[src/rtl/bm_defs.sv]
// Shared widths, constants and the side-band payload for the disparity
// calculator (bm_calc_disp) and its divider step (bm_div_step).
package bm_defs;

    localparam int unsigned SAD_W       = 16;         // SAD input width
    localparam int unsigned IDX_W       = 5;          // index in 32-candidate window
    localparam int unsigned FRAC_W      = 4;          // 1/16 px output fraction
    localparam int unsigned UNIQ_SCALE  = 100;        // percent scale of uniq_ratio
    localparam int unsigned BM_LAT_DISP = 6;          // input-to-output latency

    localparam int unsigned RATIO_W = 8;
    localparam int unsigned DBASE_W = 8;
    localparam int unsigned BASE_W  = DBASE_W + 1;    // disp_base + idx1
    localparam int unsigned DENP_W  = SAD_W + 1;      // positive denominator
    localparam int unsigned REM_W   = SAD_W + 4;      // |l-r| << 3
    localparam int unsigned Q_W     = 4;              // quotient bits
    localparam int unsigned UNIQ_W  = 26;             // uniqueness products
    localparam int unsigned DISP_W  = 16;             // Q12.4 disparity

    // Per-pixel data that rides alongside the divider
    typedef struct packed {
        logic              sgn;       // l < r: vertex toward lower index
        logic              uniq_bad;  // failed uniqueness test
        logic              flat;      // den <= 0: no sub-pixel fit
        logic [BASE_W-1:0] base;      // disp_base + idx1
        logic [IDX_W-1:0]  idx2;      // second-best index (debug)
    } bm_side_t;

endpackage

[src/rtl/bm_div_step.sv]
// One registered restoring-division step: compares the partial remainder
// with den << SHIFT, subtracts when it fits and sets quotient bit SHIFT.
// Payload (den, side-band) passes through. Stage registers clear when
// vld_i is low.
// Ports: clk, rst_n; vld_i stage valid; rem_i/den_i/q_i/side_i in;
//        rem_o/den_o/q_o/side_o registered out.
module bm_div_step
    import bm_defs::*;
#(
    parameter int unsigned SHIFT = 0
) (
    input  logic              clk,
    input  logic              rst_n,
    input  logic              vld_i,
    input  logic [REM_W-1:0]  rem_i,
    input  logic [DENP_W-1:0] den_i,
    input  logic [Q_W-1:0]    q_i,
    input  bm_side_t          side_i,
    output logic [REM_W-1:0]  rem_o,
    output logic [DENP_W-1:0] den_o,
    output logic [Q_W-1:0]    q_o,
    output bm_side_t          side_o
);

    logic [REM_W-1:0]  den_sh_c;
    logic              ge_c;
    logic [REM_W-1:0]  rem_d,  rem_q;
    logic [DENP_W-1:0] den_d,  den_q;
    logic [Q_W-1:0]    q_d,    q_q;
    bm_side_t          side_d, side_q;

    // Trial subtraction; den << 3 still fits REM_W since den < 2^17
    always_comb begin
        den_sh_c = REM_W'(den_i) << SHIFT;
        ge_c     = (rem_i >= den_sh_c);
        rem_d    = '0;
        den_d    = '0;
        q_d      = '0;
        side_d   = '0;
        if (vld_i) begin
            rem_d     = ge_c ? (rem_i - den_sh_c) : rem_i;
            den_d     = den_i;
            q_d       = q_i;
            q_d[SHIFT] = ge_c;
            side_d    = side_i;
        end
    end

    always_ff @(posedge clk or negedge rst_n) begin
        if (!rst_n) begin
            rem_q  <= '0;
            den_q  <= '0;
            q_q    <= '0;
            side_q <= '0;
        end else begin
            rem_q  <= rem_d;
            den_q  <= den_d;
            q_q    <= q_d;
            side_q <= side_d;
        end
    end

    assign rem_o  = rem_q;
    assign den_o  = den_q;
    assign q_o    = q_q;
    assign side_o = side_q;

endmodule

[src/rtl/bm_calc_disp.sv]
// Block-matching disparity calculator: uniqueness test, parabola-fit
// sub-pixel offset (4-step pipelined restoring divider) and Q12.4 output.
// Fixed 6-cycle latency, one pixel per cycle, no backpressure.
// Build option: define BM_SUBPIX_EN for the sub-pixel fit; without it the
// divider becomes plain delay registers and the fraction is always 0.
// Ports: clk, rst_n; vin + det_* pixel inputs; uniq_ratio, disp_base
//        quasi-static; disp (Q12.4), disp_ok, idx2_o, vout outputs.
module bm_calc_disp
    import bm_defs::*;
(
    input  logic               rst_n,
    input  logic               clk,
    input  logic               vin,
    input  logic [SAD_W-1:0]   det_min1,
    input  logic [SAD_W-1:0]   det_min2,
    input  logic [IDX_W-1:0]   det_idx1,
    input  logic [IDX_W-1:0]   det_idx2,
    input  logic [SAD_W-1:0]   det_l,
    input  logic [SAD_W-1:0]   det_r,
    input  logic [RATIO_W-1:0] uniq_ratio,
    input  logic [DBASE_W-1:0] disp_base,
    output logic [DISP_W-1:0]  disp,
    output logic               disp_ok,
    output logic [IDX_W-1:0]   idx2_o,
    output logic               vout
);

    localparam int unsigned DEN_W = SAD_W + 2;
    localparam int unsigned SUM_W = DISP_W + 1;
    localparam int unsigned NSTEP = 4;

    // Stage valid shift register
    logic [BM_LAT_DISP-1:0] vld_d, vld_q;

    always_comb begin
        vld_d = {vld_q[BM_LAT_DISP-2:0], vin};
    end

    // ---------------- S1: fit terms and uniqueness ----------------
    logic signed [DEN_W-1:0] den_c;
    logic                    flat_c;
    logic [UNIQ_W-1:0]       lhs_c, rhs_c;
    bm_side_t                side_s1_d, side_s1_q;

    always_comb begin
        den_c  = $signed({2'b00, det_l}) + $signed({2'b00, det_r})
               - $signed({1'b0, det_min1, 1'b0});
        flat_c = den_c[DEN_W-1] || (den_c == '0);
        lhs_c  = UNIQ_W'(det_min2) * UNIQ_W'(UNIQ_SCALE);
        rhs_c  = UNIQ_W'(det_min1) * (UNIQ_W'(UNIQ_SCALE) + UNIQ_W'(uniq_ratio));
        side_s1_d = '0;
        if (vin) begin
            side_s1_d.sgn      = (det_l < det_r);
            side_s1_d.uniq_bad = (uniq_ratio != '0) && (lhs_c < rhs_c);
            side_s1_d.flat     = flat_c;
            side_s1_d.base     = BASE_W'(disp_base) + BASE_W'(det_idx1);
            side_s1_d.idx2     = det_idx2;
        end
    end

    always_ff @(posedge clk or negedge rst_n) begin
        if (!rst_n) begin
            vld_q     <= '0;
            side_s1_q <= '0;
        end else begin
            vld_q     <= vld_d;
            side_s1_q <= side_s1_d;
        end
    end

    // ---------------- S2..S5 ----------------
    bm_side_t         side_s [0:NSTEP];
    logic [Q_W-1:0]   q_fin;

    assign side_s[0] = side_s1_q;

`ifdef BM_SUBPIX_EN
    logic signed [SAD_W:0] num_c;
    logic [SAD_W:0]        abs_c;
    logic [REM_W-1:0]      rem_s1_d, rem_s1_q;
    logic [DENP_W-1:0]     den_s1_d, den_s1_q;

    // Numerator magnitude pre-scaled by 8 so the quotient is in 1/16 px
    always_comb begin
        num_c    = $signed({1'b0, det_l}) - $signed({1'b0, det_r});
        abs_c    = num_c[SAD_W] ? unsigned'(-num_c) : unsigned'(num_c);
        rem_s1_d = '0;
        den_s1_d = '0;
        if (vin) begin
            rem_s1_d = {abs_c, 3'b000};
            // Non-positive den is replaced by 0; its quotient is discarded
            den_s1_d = flat_c ? '0 : den_c[DENP_W-1:0];
        end
    end

    always_ff @(posedge clk or negedge rst_n) begin
        if (!rst_n) begin
            rem_s1_q <= '0;
            den_s1_q <= '0;
        end else begin
            rem_s1_q <= rem_s1_d;
            den_s1_q <= den_s1_d;
        end
    end

    logic [REM_W-1:0]  rem_s [0:NSTEP];
    logic [DENP_W-1:0] den_s [0:NSTEP];
    logic [Q_W-1:0]    q_s   [0:NSTEP];

    assign rem_s[0] = rem_s1_q;
    assign den_s[0] = den_s1_q;
    assign q_s[0]   = '0;

    // Quotient MSB first: step g resolves bit 3-g
    for (genvar g = 0; g < NSTEP; g++) begin : g_step
        bm_div_step #(.SHIFT(NSTEP - 1 - g)) u_step (
            .clk    (clk),
            .rst_n  (rst_n),
            .vld_i  (vld_q[g]),
            .rem_i  (rem_s[g]),
            .den_i  (den_s[g]),
            .q_i    (q_s[g]),
            .side_i (side_s[g]),
            .rem_o  (rem_s[g+1]),
            .den_o  (den_s[g+1]),
            .q_o    (q_s[g+1]),
            .side_o (side_s[g+1])
        );
    end

    assign q_fin = q_s[NSTEP];
`else
    bm_side_t dly_d [0:NSTEP-1];
    bm_side_t dly_q [0:NSTEP-1];

    // Latency-matching delay line in place of the divider
    always_comb begin
        for (int i = 0; i < NSTEP; i++) begin
            dly_d[i] = vld_q[i] ? side_s[i] : '0;
        end
    end

    always_ff @(posedge clk or negedge rst_n) begin
        if (!rst_n) begin
            for (int i = 0; i < NSTEP; i++) dly_q[i] <= '0;
        end else begin
            for (int i = 0; i < NSTEP; i++) dly_q[i] <= dly_d[i];
        end
    end

    for (genvar g = 0; g < NSTEP; g++) begin : g_dly
        assign side_s[g+1] = dly_q[g];
    end

    assign q_fin = '0;
`endif

    // ---------------- S6: fraction, saturation, output ----------------
    bm_side_t                 s5_c;
    logic [Q_W-1:0]           q_cl_c;
    logic signed [FRAC_W:0]   frac_c;
    logic signed [SUM_W-1:0]  sum_c;
    logic [DISP_W-1:0]        disp_d,    disp_q;
    logic                     disp_ok_d, disp_ok_q;
    logic [IDX_W-1:0]         idx2_d,    idx2_q;

    always_comb begin
        s5_c   = side_s[NSTEP];
        // Guard only: q <= 8 whenever c is the true minimum
        q_cl_c = (q_fin > Q_W'(8)) ? Q_W'(8) : q_fin;
        if (s5_c.flat) begin
            frac_c = '0;
        end else if (s5_c.sgn) begin
            frac_c = -$signed({1'b0, q_cl_c});
        end else begin
            frac_c = $signed({1'b0, q_cl_c});
        end
        sum_c = $signed({1'b0, DISP_W'(s5_c.base) << FRAC_W}) + SUM_W'(frac_c);

        disp_d    = '0;
        disp_ok_d = 1'b0;
        idx2_d    = '0;
        if (vld_q[NSTEP]) begin
            idx2_d    = s5_c.idx2;
            disp_ok_d = !s5_c.uniq_bad;
            // base 0 with a negative fraction saturates to 0
            if (!s5_c.uniq_bad) begin
                disp_d = sum_c[SUM_W-1] ? '0 : sum_c[DISP_W-1:0];
            end
        end
    end

    always_ff @(posedge clk or negedge rst_n) begin
        if (!rst_n) begin
            disp_q    <= '0;
            disp_ok_q <= 1'b0;
            idx2_q    <= '0;
        end else begin
            disp_q    <= disp_d;
            disp_ok_q <= disp_ok_d;
            idx2_q    <= idx2_d;
        end
    end

    assign disp    = disp_q;
    assign disp_ok = disp_ok_q;
    assign idx2_o  = idx2_q;
    assign vout    = vld_q[BM_LAT_DISP-1];

endmodule

[config.mk]
export PLATFORM = sky130hd
export DESIGN_NAME = bm_calc_disp
export DESIGN_NICKNAME = d
export VERILOG_FILES = /design/src/rtl/bm_defs.sv /design/src/rtl/bm_div_step.sv /design/src/rtl/bm_calc_disp.sv
export SDC_FILE = /design/constraint.sdc
export NUM_CORES = 1
export LEC_CHECK = 0
export CORE_ASPECT_RATIO = 0.8
export CORE_MARGIN = 4
export CORE_UTILIZATION = 35
export DETAILED_ROUTE_END_ITERATION = 16
export PLACE_DENSITY = 0.59
export SLEW_MARGIN = 20
export SYNTH_ARGS = -nofsm -noshare
export SYNTH_HDL_FRONTEND = slang
export SYNTH_SLANG_ARGS = --single-unit
[constraint.sdc]
create_clock -name clk -period 0.85 [get_ports clk]
set_input_delay 0.085 -clock clk [delete_from_list [all_inputs] [get_ports clk]]
set_output_delay 0.085 -clock clk [all_outputs]
set_load 0.1 [all_outputs]
# After elaboration in Yosys (flattened, before gate mapping)
# Cells that the tools add are included.
dict set report op_classes {
  n_addsub 4
  n_mul 2
  order_cmp 2
  n_mux 9
  reduce_logical 5
}
# cell count
set ops {}
lappend ops {{17-bit 2-to-1 mux} 4}
lappend ops {{16-bit 2-to-1 mux} 2}
lappend ops {{23-bit by 25-bit less-than comparator with 1-bit output} 1}
lappend ops {{16-bit by 9-bit multiplier with 25-bit output} 1}
lappend ops {{16-bit by 5-bit multiplier with 21-bit output (second input constant)} 1}
lappend ops {{18-bit zero test} 1}
lappend ops {{17-bit by 17-bit subtractor with 18-bit output} 1}
lappend ops {{16-bit by 16-bit adder with 17-bit output} 1}
lappend ops {{16-bit less-than comparator} 1}
lappend ops {{13-bit 2-to-1 mux} 1}
lappend ops {{7-bit by 8-bit adder with 9-bit output (first input constant)} 1}
lappend ops {{8-bit by 5-bit adder with 9-bit output} 1}
lappend ops {{8-bit nonzero test} 1}
lappend ops {{5-bit 2-to-1 mux} 1}
lappend ops {{1-bit logical AND} 1}
lappend ops {{1-bit zero test} 1}
lappend ops {{1-bit logical OR} 1}
lappend ops {{1-bit 2-to-1 mux} 1}
dict set report totals {
  register_bits 110
  in_bits 93
  output_inout_bits 23
  elab_cells 48
}

# Longest topological paths before layout
# Gate-level depths: netlist of run 1.
dict set report logic_depth {
  ltp_word 5
  depth_mapped 28
  depth_no_buf 28
}

# Worst setup path before layout of run 1
# Ideal clock, no wire load.
dict set report synth_path {
  path_kind {in2reg}
  from {input uniq_ratio[2]}
  to {register side_s1_q, in the netlist side_s[83]}
  setup_time_ns 0.082
  arrival_time_ns 5.980
  required_time_ns 0.768
  setup_slack_ns -5.212
  cell_stages 25
  n_path_buf 1
  cell_sequence {ha_1 a21oi_1 a21boi_0 clkbuf_1 and2_1 fa_1 fa_1 fa_1 inv_1 fa_1 inv_1 ha_1 a21o_1 or3_1 o221a_2 a21oi_2 o211ai_1 a21oi_1 xor2_1 ha_1 o21ai_0 or2_2 nor4_1 a2111o_1 a31oi_1}
}
# item line
set synth_lines {}
lappend synth_lines {{start, declared} bm_calc_disp.sv:20} ;# input logic [RATIO_W-1:0] uniq_ratio,
lappend synth_lines {{end signal, assigned} bm_calc_disp.sv:67} ;# side_s1_q <= side_s1_d;
lappend synth_lines {{end, declared} bm_calc_disp.sv:43} ;# bm_side_t side_s1_d, side_s1_q;

==> run_results.csv, run 1 <==
group,metric,value,unit
min_path,hold_path_startpoint,"det_idx1[0]",
floorplan,design.die.area,0.0310,sq mm
synthesis,yosys_warnings,0,
power,worst_vdd_drop,2.45,mV
layout,finish.cell_count_without_fillers,1635,
layout,final_cell_mix,"196 x sky130_fd_sc_hd__inv_1, 156 x sky130_fd_sc_hd__buf_4, 155 x sky130_fd_sc_hd__and2_1, 112 x sky130_fd_sc_hd__ha_1, 107 x sky130_fd_sc_hd__fa_1",
floorplan,std_cell_rows,54,
grt,largest_net_degree_at_the_start_of_global_routing,37,
timing,setup_repair_after_global_routing_missed_its_margin,"yes",
worst_setup_path,worstPathMaxFanout,7,
timing,finalMaxSlewViolations,0,
power,cellPowerDensity,3040,mW/mm^2
synthesis,syn-cell-area,0.00987,sq mm
layout,num-fill-cells,2539,
timing,worst_slack,-4.72,ns
detailed_routing,wl,20900,microns
timing,finalClockSkew,0.0103,ns
layout,nNetsFinal,1595,
clock_network,cts_made_buffers,9,
clock_network,clock_tree_from_tritoncts,"built",
timing,post-route-period-util,6.55,
detailed_routing,first_iter_violations,256,
worst_setup_path,timing.critical_path.to_type,"register",
synthesis,seq_area_frac_synth,0.243,
timing,final_period_minus_worst_setup_slack,5.57,ns
worst_setup_path,critPathRequiredTime,1.11,ns
min_path,hold_path_class,"primary input to register",
synthesis,avgSynthCellArea,9.64,sq um
min_path,holdPathStages,3,
timing,max_freq,180,MHz
detailed_routing,drt_pre_antenna_iters,4,
timing,timing.final.hold_violations,0,
grt,grt_first_pass_wirelength,35300,microns
worst_setup_path,r2r-start,"vld_q[0]",
grt,via_count_of_the_first_global_routing_pass,7517,
detailed_routing,post_drt_via_cell_ratio,4.46,
floorplan,start_util,0.359,
detailed_routing,route.detailed.wl_per_inst,12.8,microns
floorplan,floorplan.io_pins,116,
layout,final-seq-area,0.00243,sq mm
synthesis,synthFlopType,"sky130_fd_sc_hd__dfrtp_1",
run_status,violations,"setup timing",
worst_setup_path,reg2reg_setup_slack,0.05,ns
layout,most_frequent_standard_cell_in_the_layout_excluding_fill_and_tap_cells,"sky130_fd_sc_hd__inv_1",
layout,postLayoutCoreUtil,0.488,
detailed_routing,vias,7289,
worst_setup_path,worst_r2r_endpoint,"dly_q[51]",
synthesis,yosys_register_bits,96,
run,maxCapViolations,0,
place,dp_hpwl,17100,microns
clock_network,cts_root_buffer,"sky130_fd_sc_hd__clkbuf_16",
worst_setup_path,timing.critical_path.arrival,5.83,ns
synthesis,synth_edf_count,0,
layout,multi_input_comb_area,0.00706,sq mm
floorplan,die_x,196,microns
worst_setup_path,reg2reg_depth,1,
synthesis,postSynthCellCount,1024,
clock_network,clock_sink_count,96,
power,p_total,40800,uW
synthesis,synth_cell_types,52,
grt,antenna_found_initial,0,
timing,finalHoldWorstSlack,0.0578,ns
run_status,status,"finished with violations",
layout,insertedDiodeCount,0,
synthesis,synthDominantAreaCellType,"sky130_fd_sc_hd__dfrtp_1",
detailed_routing,count_of_nets_left_with_antenna_violations_after_detail_routing,0,
floorplan,placeable_core_area,0.0275,sq mm
place,gp_routability_congestion,0.824,
min_path,hold-path-endpoint,"side_s[73]",
worst_setup_path,crit_type,"primary input to register",
clock_network,clock_transition_at_the_register_clock_pins_on_the_worst_setup_and_hold_paths_after_cts,0.07,ns
layout,post_route_cells_drive_above_1_share,0.257,
detailed_routing,drt_drc_violations_left,0,
layout,area_delta_synth_final,35.9,%
place,dpl.cell_count,1596,
clock_network,cts.path.max_buffers,2,
synthesis,area_share_of_the_largest_cell_type_after_synthesis,0.243,
floorplan,die-height,158,microns
synthesis,synth.top_cells.by_area,"sky130_fd_sc_hd__dfrtp_1 24%, sky130_fd_sc_hd__fa_1 23%, sky130_fd_sc_hd__ha_1 16%",
worst_setup_path,timing.critical_path.from_type,"primary input",
place,port-buffer-count,76,
place,dpl_worst_slack,-5.71,ns
clock_network,clock_tree.htree_level_count,3,
grt,track_usage,0.137,
timing,setup_viol,24,
clock_network,worst_skew_pair.late_latency,0.33,ns
synthesis,asyncSetResetFlopFracSynth,1.00,
power,p_leak,0.00691,uW
grt,grt_remaining_overflow,0,
[cells by family after synthesis]
kind of cell	synth area share
flip-flops	0.243
adder cells (fa/ha/maj)	0.384
other	0.000380
AO/OA/AOI/OAI	0.0757
AND/OR/NAND/NOR	0.172
XOR/XNOR	0.0337
buffers and inverters	0.0909
[routing by layer]
layer	GRT usage	share of wire
met5	0	0
met4	0.0199	0.0074
met3	0.0181	0.042
met2	0.237	0.49
met1	0.189	0.46
[Yosys cell counts, types with 2 or more instances]
cell type,n
sky130_fd_sc_hd__o21ai_0,20
sky130_fd_sc_hd__buf_4,7
sky130_fd_sc_hd__nand3_1,7
sky130_fd_sc_hd__a21o_1,15
sky130_fd_sc_hd__ha_1,125
sky130_fd_sc_hd__buf_1,3
sky130_fd_sc_hd__a31oi_1,3
sky130_fd_sc_hd__nand2b_1,4
sky130_fd_sc_hd__nand4_1,5
sky130_fd_sc_hd__dfrtp_1,96
sky130_fd_sc_hd__o31ai_1,3
sky130_fd_sc_hd__xor2_1,15
sky130_fd_sc_hd__a21oi_1,30
sky130_fd_sc_hd__inv_1,204
sky130_fd_sc_hd__nor2b_1,9
sky130_fd_sc_hd__nor3_1,3
sky130_fd_sc_hd__or3_1,2
sky130_fd_sc_hd__nor2_1,28
sky130_fd_sc_hd__and2_1,167
sky130_fd_sc_hd__a211oi_1,6
sky130_fd_sc_hd__clkbuf_1,18
sky130_fd_sc_hd__fa_1,111
sky130_fd_sc_hd__nor4_1,3
sky130_fd_sc_hd__a21oi_2,3
sky130_fd_sc_hd__o21a_1,11
sky130_fd_sc_hd__o211ai_1,2
sky130_fd_sc_hd__a21boi_0,4
sky130_fd_sc_hd__xnor2_1,23
sky130_fd_sc_hd__nand2_1,73
sky130_fd_sc_hd__or2_2,2
[how the worst max path moves through the flow]
stage | startpoint | to | slack (ns) | cells past startpoint
finish | uniq_ratio[5] | side_s[83] | -4.72 | 26
global route | uniq_ratio[5] | side_s[83] | -4.97 | 26
CTS | uniq_ratio[3] | side_s[83] | -4.79 | 26
detailed placement | uniq_ratio[2] | side_s[83] | -5.71 | 26
global placement | uniq_ratio[2] | side_s[83] | -5.53 | 26
floorplan | uniq_ratio[2] | side_s[83] | -4.70 | 25
[state kept, by name, summed over array words and instances, names as in the netlist]
| signal | flops |
|---|---|
| disp_ok | 1 |
| dly_q | 60 |
| side_s | 15 |
| vld_q | 6 |
| disp | 9 |
| idx2_o | 5 |
[cell type report]
class | count | area share
clock buffer | 11 | 0.0188
clock inverter | 5 | 0.00466
inverter | 204 | 0.0574
multi-input combinational | 704 | 0.526
sequential | 96 | 0.181
tap | 364 | 0.0340
timing repair buffer | 251 | 0.178
[where the power goes]
group / leakage, uW / switching [uW] / internal [uW]
Sequential: 0.00126 / 88.1 / 4760
Combinational: 0.00549 / 15800 / 16000
Clock: 0.000149 / 1650 / 2460
[metrics by stage]
stage	TNS [ns]	cell area (sq um)
after detailed placement	-16.99	12500
after floorplan	-7.46	10100
final	-8.97	13400
after global routing	-9.94	13400
after global placement	-16.12	12500
after CTS	-9.19	13100
[critical path, cell delays in order]
cell                              delay, ns
sky130_fd_sc_hd__clkdlybuf4s15_2       0.20
sky130_fd_sc_hd__buf_6                 0.14
sky130_fd_sc_hd__a21oi_4               0.18
sky130_fd_sc_hd__a21boi_2              0.10
sky130_fd_sc_hd__buf_6                 0.14
sky130_fd_sc_hd__and2_4                0.15
sky130_fd_sc_hd__fa_1                  0.52
sky130_fd_sc_hd__fa_1                  0.44
sky130_fd_sc_hd__fa_1                  0.49
sky130_fd_sc_hd__inv_1                 0.05
sky130_fd_sc_hd__fa_1                  0.51
sky130_fd_sc_hd__inv_2                 0.05
sky130_fd_sc_hd__ha_4                  0.21
sky130_fd_sc_hd__a21o_1                0.18
sky130_fd_sc_hd__or3_4                 0.33
sky130_fd_sc_hd__o221a_4               0.27
sky130_fd_sc_hd__a21oi_4               0.15
sky130_fd_sc_hd__o211ai_1              0.13
sky130_fd_sc_hd__a21oi_1               0.17
sky130_fd_sc_hd__xor2_1                0.17
sky130_fd_sc_hd__ha_1                  0.26
sky130_fd_sc_hd__o21ai_2               0.16
sky130_fd_sc_hd__or2_4                 0.16
sky130_fd_sc_hd__nor4_4                0.04
sky130_fd_sc_hd__a2111o_1              0.37
sky130_fd_sc_hd__a31oi_1               0.17
[repair_timing]
item / CTS / global route
gates cloned: 0 / 4
pin swaps: 46 / 59
buffers inserted: 7 / 11
endpoints found under the setup margin: 66 / 48
gates resized for setup: 92 / 48
hold buffers: 1 / 0
hold endpoints to repair: 96 / 0
Power figures use the tool's default switching activity.
==> inputs of run 2 (changes only) <==
--- a/config.mk
+++ b/config.mk
@@ -9,7 +9,9 @@
 export CORE_MARGIN = 4
 export CORE_UTILIZATION = 35
 export DETAILED_ROUTE_END_ITERATION = 16
+export MAX_ROUTING_LAYER = met4
 export PLACE_DENSITY = 0.59
+export SETUP_SLACK_MARGIN = 0.4
 export SLEW_MARGIN = 20
 export SYNTH_ARGS = -nofsm -noshare
 export SYNTH_HDL_FRONTEND = slang
==> run_results.csv, run 2 (same netlist as run 1, synthesis figures left out) <==
group,metric,value,unit
run_status,status,"finished with violations",
run_status,violations,"hold timing, setup timing",
power,intPower,23400,uW
worst_setup_path,crit_type,"primary input to register",
grt,grt_remaining_overflow,0,
run,maxCapViolations,0,
detailed_routing,wl,21500,microns
floorplan,start_util,0.359,
grt,antenna_found_initial,0,
worst_setup_path,timing.critical_path.arrival,5.83,ns
layout,max_reg_flops,60,
worst_setup_path,critical_path.most_common_cell,"sky130_fd_sc_hd__fa_1",
place,gp_routability_congestion,0.850,
detailed_routing,count_of_nets_left_with_antenna_violations_after_detail_routing,0,
clock_network,worst_skew_pair.late_latency,0.34,ns
timing,final_period_minus_worst_setup_slack,5.57,ns
grt,track_usage,0.147,
power,power.share.switching,0.434,
power,pwr-share-comb,0.790,
timing,max_freq,179,MHz
detailed_routing,met2_length,10600,microns
layout,area_delta_synth_final,39.6,%
timing,worst_slack,-4.72,ns
worst_setup_path,worstPathMaxFanout,4,
detailed_routing,wl_met3,719,microns
worst_setup_path,critPathRequiredTime,1.11,ns
floorplan,std_cell_rows,54,
floorplan,floorplan.io_pins,116,
layout,top_register,"dly_q",
detailed_routing,drt_drc_violations_left,0,
worst_setup_path,timing.critical_path.from_type,"primary input",
detailed_routing,post_drt_via_cell_ratio,4.42,
detailed_routing,route.detailed.wl_per_inst,13.0,microns
layout,final_cell_mix,"201 x sky130_fd_sc_hd__inv_1, 168 x sky130_fd_sc_hd__buf_4, 110 x sky130_fd_sc_hd__ha_1, 105 x sky130_fd_sc_hd__fa_1, 93 x sky130_fd_sc_hd__and2_1",
power,worst_vdd_drop,2.25,mV
place,dp_hpwl,17400,microns
worst_setup_path,cp_slowest_stage_delay,0.52,ns
timing,finalHoldWorstSlack,-0.367,ns
clock_network,cts_root_buffer,"sky130_fd_sc_hd__clkbuf_16",
place,dpl_worst_slack,-5.80,ns
power,clkPwrFrac,0.093,
worst_setup_path,path_delay_family,"adder cells",
timing,setup_viol,24,
worst_setup_path,r2r-start,"vld_q[2]",
layout,insertedDiodeCount,0,
worst_setup_path,timing.critical_path.to_type,"register",
timing,finalMaxSlewViolations,0,
grt,via_count_of_the_first_global_routing_pass,7712,
clock_network,cts_made_buffers,9,
layout,nNetsFinal,1614,
timing,timing.final.hold_violations,96,
layout,finish.instance_area,0.0138,sq mm
place,dpl.cell_count,1600,
layout,finish.cell_count_without_fillers,1654,
floorplan,placeable_core_area,0.0275,sq mm
clock_network,clock_transition_at_the_register_clock_pins_on_the_worst_setup_and_hold_paths_after_cts,0.08,ns
clock_network,clock_sink_count,96,
worst_setup_path,worst_setup_path_startpoint,"uniq_ratio[3]",
detailed_routing,vias,7318,
power,cellPowerDensity,3000,mW/mm^2
floorplan,die-height,158,microns
clock_network,cts.path.max_buffers,2,
grt,largest_net_degree_at_the_start_of_global_routing,25,
place,dpl_cell_area,0.0126,sq mm
layout,most_frequent_standard_cell_in_the_layout_excluding_fill_and_tap_cells,"sky130_fd_sc_hd__inv_1",
layout,post_route_cells_drive_above_1_share,0.318,
detailed_routing,drt_pre_antenna_iters,4,
grt,grt_first_pass_wirelength,36600,microns
floorplan,die_x,196,microns
min_path,hold_path_class,"primary input to async pin",
clock_network,clock_tree.htree_level_count,3,
detailed_routing,first_iter_violations,204,
timing,setup_repair_after_global_routing_missed_its_margin,"yes",
clock_network,clock_tree_from_tritoncts,"built",
worst_setup_path,cp.buffers_inverters,4,
timing,totalNegativeSetupSlack,-10.15,ns
timing,finalClockSkew,0.0136,ns
detailed_routing,m1WireLength,10100,microns
worst_setup_path,crit_path_slowest_cell,"sky130_fd_sc_hd__fa_1",
timing,post-route-period-util,6.55,
power,power_frac_seq,0.117,
power,p_switching,17900,uW
power,p_leak,0.00708,uW
detailed_routing,route.top_layer_used,"met4",
place,port-buffer-count,76,
floorplan,design.die.area,0.0310,sq mm
==> run 2: cell count changes in the layout (fill, tap and decap cells not counted), moves of 4 or more <==
cell	change
sky130_fd_sc_hd__and2_1	-62
sky130_fd_sc_hd__buf_4	+12
sky130_fd_sc_hd__and2_4	+62
sky130_fd_sc_hd__a21oi_2	+4
sky130_fd_sc_hd__inv_1	+5
sky130_fd_sc_hd__inv_2	-5
sky130_fd_sc_hd__buf_6	+10
sky130_fd_sc_hd__dfrtp_2	-16
sky130_fd_sc_hd__dfrtp_4	+16
sky130_fd_sc_hd__a21oi_1	-4
==> run 2: area by class of cell <==
type	count	area (sq um)
Inverter	204	769
Timing Repair Buffer	271	2580
Clock buffer	9	225
Sequential cell	96	2470
Fill cell	2504	13700
Clock inverter	7	62.6
Tap cell	364	455
Multi-Input combinational cell	703	7210
==> run 2: power by group through the flow <==
stage	registers (uW)	clock network [uW]	logic [uW]
global placement	4940	0	28500
floorplan	4960	0	19100
global route	4870	4130	36800
CTS	4840	3940	30200
finish	4850	3830	32700
detailed placement	4940	0	29000
==> run 2: worst paths after layout <==
path,endpoint,slack (ns),cells past startpoint
worst max-delay path,side_s[83],-4.72,26
worst min-delay path,dly_q[44],-0.37,1
worst min register to register,disp[11],0.46,1
worst max register to register,dly_q[20],0.02,2
min in group clk,side_s[73],0.06,3
max in group asynchronous,disp[8],0.76,2
==> run 2: what timing repair did <==
action / CTS / global route
hold endpoints to repair: 96 / 96
cloned: 2 / 1
endpoints found under the setup margin: 112 / 105
resized for setup: 163 / 64
pin swaps: 56 / 85
setup buffers: 23 / 12
==> run 2: metrics by stage <==
| stage | total power, uW | util |
|---|---|---|
| global placement | 33400 | 0.459 |
| detailed placement | 34000 | 0.459 |
| finish | 41300 | 0.501 |
| global route | 45800 | 0.501 |
| CTS | 39000 | 0.488 |
| floorplan | 24100 | - |
==> run 2: layer usage <==
metal / track usage / vias to the layer above
met5: - / -
met4: 0.0176 / 0
met3: 0.0172 / 10
met2: 0.249 / 96
met1: 0.197 / 3538
li1: - / 3674
==> inputs of run 3 (changes only) <==
--- a/config.mk
+++ b/config.mk
@@ -5,12 +5,14 @@
 export SDC_FILE = /design/constraint.sdc
 export NUM_CORES = 1
 export LEC_CHECK = 0
+export ABC_AREA = 1
+export ABC_CLOCK_PERIOD_IN_PS = 850
 export CORE_ASPECT_RATIO = 0.8
 export CORE_MARGIN = 4
-export CORE_UTILIZATION = 35
+export CORE_UTILIZATION = 29
 export DETAILED_ROUTE_END_ITERATION = 16
 export MAX_ROUTING_LAYER = met4
-export PLACE_DENSITY = 0.59
+export PLACE_DENSITY = 0.51
 export SETUP_SLACK_MARGIN = 0.4
 export SLEW_MARGIN = 20
 export SYNTH_ARGS = -nofsm -noshare
==> run_results.csv, run 3 <==
group,metric,value,unit
run_status,status,"finished with violations",
run_status,violations,"setup timing",
grt,via_count_of_the_first_global_routing_pass,8818,
worst_setup_path,crit_type,"primary input to register",
clock_network,clock_transition_at_the_register_clock_pins_on_the_worst_setup_and_hold_paths_after_cts,0.06,ns
detailed_routing,wl,25100,microns
worst_setup_path,worstPathMaxFanout,4,
detailed_routing,first_iter_violations,389,
clock_network,clock_tree_from_tritoncts,"built",
grt,antenna_found_initial,0,
worst_setup_path,reg2reg_depth,5,
worst_setup_path,r2r-start,"vld_q[4]",
detailed_routing,route.detailed.wl_per_inst,12.2,microns
clock_network,cts_root_buffer,"sky130_fd_sc_hd__clkbuf_16",
clock_network,clock_tree.htree_level_count,3,
layout,max_reg_flops,60,
synthesis,avgSynthCellArea,8.06,sq um
detailed_routing,vias,8483,
synthesis,yosys.cell_count.top_type,"sky130_fd_sc_hd__inv_1",
synthesis,synth_compound_area_frac,0.0494,
power,cellPowerDensity,3110,mW/mm^2
floorplan,design.die.area,0.0385,sq mm
grt,grt_first_pass_wirelength,41700,microns
detailed_routing,drt_drc_violations_left,0,
timing,totalNegativeSetupSlack,-10.11,ns
synthesis,postSynthCellCount,1273,
worst_setup_path,timing.critical_path.from_type,"primary input",
floorplan,floorplan.io_pins,116,
worst_setup_path,cp.buffers_inverters,10,
detailed_routing,count_of_nets_left_with_antenna_violations_after_detail_routing,0,
synthesis,synth.top_cells.by_area,"sky130_fd_sc_hd__dfrtp_1 23%, sky130_fd_sc_hd__fa_1 22%, sky130_fd_sc_hd__ha_1 15%",
power,p_leak,0.00849,uW
worst_setup_path,critical_path.most_common_cell,"sky130_fd_sc_hd__nand2_1",
detailed_routing,post_drt_via_cell_ratio,4.14,
worst_setup_path,timing.critical_path.arrival,5.23,ns
timing,max_freq,202,MHz
synthesis,seq_area_frac_synth,0.234,
place,dpl_worst_slack,-5.07,ns
worst_setup_path,critPathCapture,"side_s[83]",
synthesis,post_synthesis_share_of_cell_area_spent_on_xor_and_xnor_gates,0.0282,
floorplan,die-height,176,microns
layout,final_cell_mix,"291 x sky130_fd_sc_hd__inv_1, 189 x sky130_fd_sc_hd__buf_4, 180 x sky130_fd_sc_hd__nand2_1, 107 x sky130_fd_sc_hd__fa_1, 104 x sky130_fd_sc_hd__ha_1",
synthesis,synth_cell_types,41,
worst_setup_path,crit_path_slowest_cell,"sky130_fd_sc_hd__fa_1",
timing,finalMaxSlewViolations,0,
grt,largest_net_degree_at_the_start_of_global_routing,58,
power,worst_vdd_drop,2.28,mV
timing,setup_repair_after_global_routing_missed_its_margin,"yes",
layout,most_frequent_standard_cell_in_the_layout_excluding_fill_and_tap_cells,"sky130_fd_sc_hd__inv_1",
synthesis,synth_edf_count,0,
min_path,hold_path_class,"primary input to register",
worst_setup_path,critPathRequiredTime,1.12,ns
timing,post-route-period-util,5.84,
place,port-buffer-count,76,
synthesis,synth-simple-area-share,0.172,
worst_setup_path,worst_setup_path_startpoint,"uniq_ratio[2]",
grt,track_usage,0.136,
synthesis,synth_common_cells,"364 x sky130_fd_sc_hd__inv_1, 268 x sky130_fd_sc_hd__nand2_1, 125 x sky130_fd_sc_hd__ha_1",
synthesis,asyncSetResetFlopFracSynth,1.00,
synthesis,synthFlopType,"sky130_fd_sc_hd__dfrtp_1",
timing,worst_slack,-4.11,ns
layout,top_register,"dly_q",
worst_setup_path,reg2reg_setup_slack,-0.07,ns
layout,nNetsFinal,1902,
synthesis,synthAdderAreaFrac,0.369,
timing,finalHoldWorstSlack,0.0393,ns
synthesis,yosys_register_bits,96,
floorplan,die_x,218,microns
synthesis,syn-cell-area,0.0103,sq mm
run,maxCapViolations,0,
grt,grt_remaining_overflow,0,
clock_network,worst_skew_pair.late_latency,0.34,ns
worst_setup_path,timing.critical_path.to_type,"register",
timing,timing.final.hold_violations,0,
synthesis,synthDominantAreaCellType,"sky130_fd_sc_hd__dfrtp_1",
synthesis,synth_top_family_by_area,"adder cells",
detailed_routing,drt_pre_antenna_iters,5,
worst_setup_path,path_delay_family,"adder cells",
timing,setup_viol,36,
place,gp_routability_congestion,0.866,
worst_setup_path,worst_r2r_endpoint,"idx2_o[2]",
floorplan,start_util,0.295,
floorplan,std_cell_rows,61,
floorplan,placeable_core_area,0.0348,sq mm
synthesis,area_share_of_the_largest_cell_type_after_synthesis,0.234,
timing,finalClockSkew,0.00772,ns
clock_network,cts_made_buffers,9,
layout,area_delta_synth_final,47.4,%
worst_setup_path,critical_path_cell_count,30,
clock_network,cts.path.max_buffers,2,
place,dp_hpwl,20100,microns
power,p_total,47000,uW
worst_setup_path,cp_slowest_stage_delay,0.56,ns
layout,post_route_cells_drive_above_1_share,0.362,
synthesis,synthMuxAreaShare,0,
timing,final_period_minus_worst_setup_slack,4.96,ns
clock_network,clock_sink_count,96,
synthesis,yosys_warnings,0,
layout,insertedDiodeCount,0,
==> run 3: cell types whose count changed after synthesis, moves of 7 or more <==
cell,change
sky130_fd_sc_hd__nand2_1,+195
sky130_fd_sc_hd__and2_1,-166
sky130_fd_sc_hd__inv_1,+160
sky130_fd_sc_hd__nor2_1,+80
sky130_fd_sc_hd__nand3_1,+18
sky130_fd_sc_hd__a21o_1,-13
sky130_fd_sc_hd__a21oi_1,+11
sky130_fd_sc_hd__o21a_1,-11
sky130_fd_sc_hd__nor2b_1,-9
sky130_fd_sc_hd__o21ai_0,-9
sky130_fd_sc_hd__xnor2_1,-9
sky130_fd_sc_hd__nand2_2,+7
==> run 3: cell type report <==
| cell class | count | area (sq um) |
|---|---|---|
| Clock buffer | 11 | 233 |
| Tap cell | 472 | 591 |
| Clock inverter | 5 | 63.8 |
| Timing Repair Buffer | 308 | 2960 |
| Timing Repair inverter | 1 | 8.76 |
| Multi-Input combinational cell | 789 | 7410 |
| Inverter | 368 | 1400 |
| Sequential cell | 96 | 2470 |
| Fill cell | 3491 | 19700 |
==> run 3: kinds of logic after synthesis <==
group,count (synthesis)
fa+ha+maj,236
xor+xnor,33
compound gates,80
buf+inv,394
flops,96
simple gates,433
other cells,1
==> run 3: what timing repair did <==
item	4_1_cts	5_1_grt
setup buffers	30	5
endpoints found under the setup margin	112	200
pin swaps	95	75
hold endpoints to repair	96	96
gates resized for setup	228	175
hold buffers	1	1
gates cloned	2	2
==> run 3: where the power goes <==
part	internal, uW	switching [uW]	total (uW)
combinational	18500	19600	38100
clock	2310	1710	4020
sequential	4770	150	4920
==> run 3: worst min-delay path by stage <==
stage / to / slack (ns) / from / depth (start not counted)
3_3_place_gp: vld_q[5] / -0.11 / rst_n / 1
3_5_place_dp: vld_q[5] / -0.11 / rst_n / 1
4_1_cts: side_s[73] / 0.03 / det_idx1[0] / 4
6_report: side_s[73] / 0.04 / det_idx1[0] / 4
2_1_floorplan: dly_q[0] / -0.21 / rst_n / 0
5_1_grt: side_s[73] / 0.04 / det_idx1[0] / 4
==> run 3: worst register-to-register path, cell delays in order, from the launching register on <==
cell,delay (ns)
sky130_fd_sc_hd__dfrtp_1,0.40
sky130_fd_sc_hd__buf_6,0.12
sky130_fd_sc_hd__buf_6,0.10
sky130_fd_sc_hd__buf_6,0.12
sky130_fd_sc_hd__nand2_2,0.05
sky130_fd_sc_hd__inv_2,0.03
==> run 3: through the flow <==
| step | cell area [sq um] | utilization | instances |
|---|---|---|---|
| after floorplan | 10600 | - | 1279 |
| after global placement | 13400 | 0.386 | 1994 |
| after detailed placement | 13400 | 0.386 | 1994 |
| after CTS | 14500 | 0.418 | 2043 |
| after global routing | 15100 | 0.435 | 2050 |
| final | 15100 | 0.435 | 2050 |
==> run 3: per-layer routing <==
metal / vias to the layer above / global-route usage / part of all wire
met5: - / - / 0
met3: 16 / 0.0114 / 0.035
met1: 4035 / 0.178 / 0.45
met4: 0 / 0.0203 / 0.0070
met2: 125 / 0.236 / 0.51
li1: 4307 / - / -
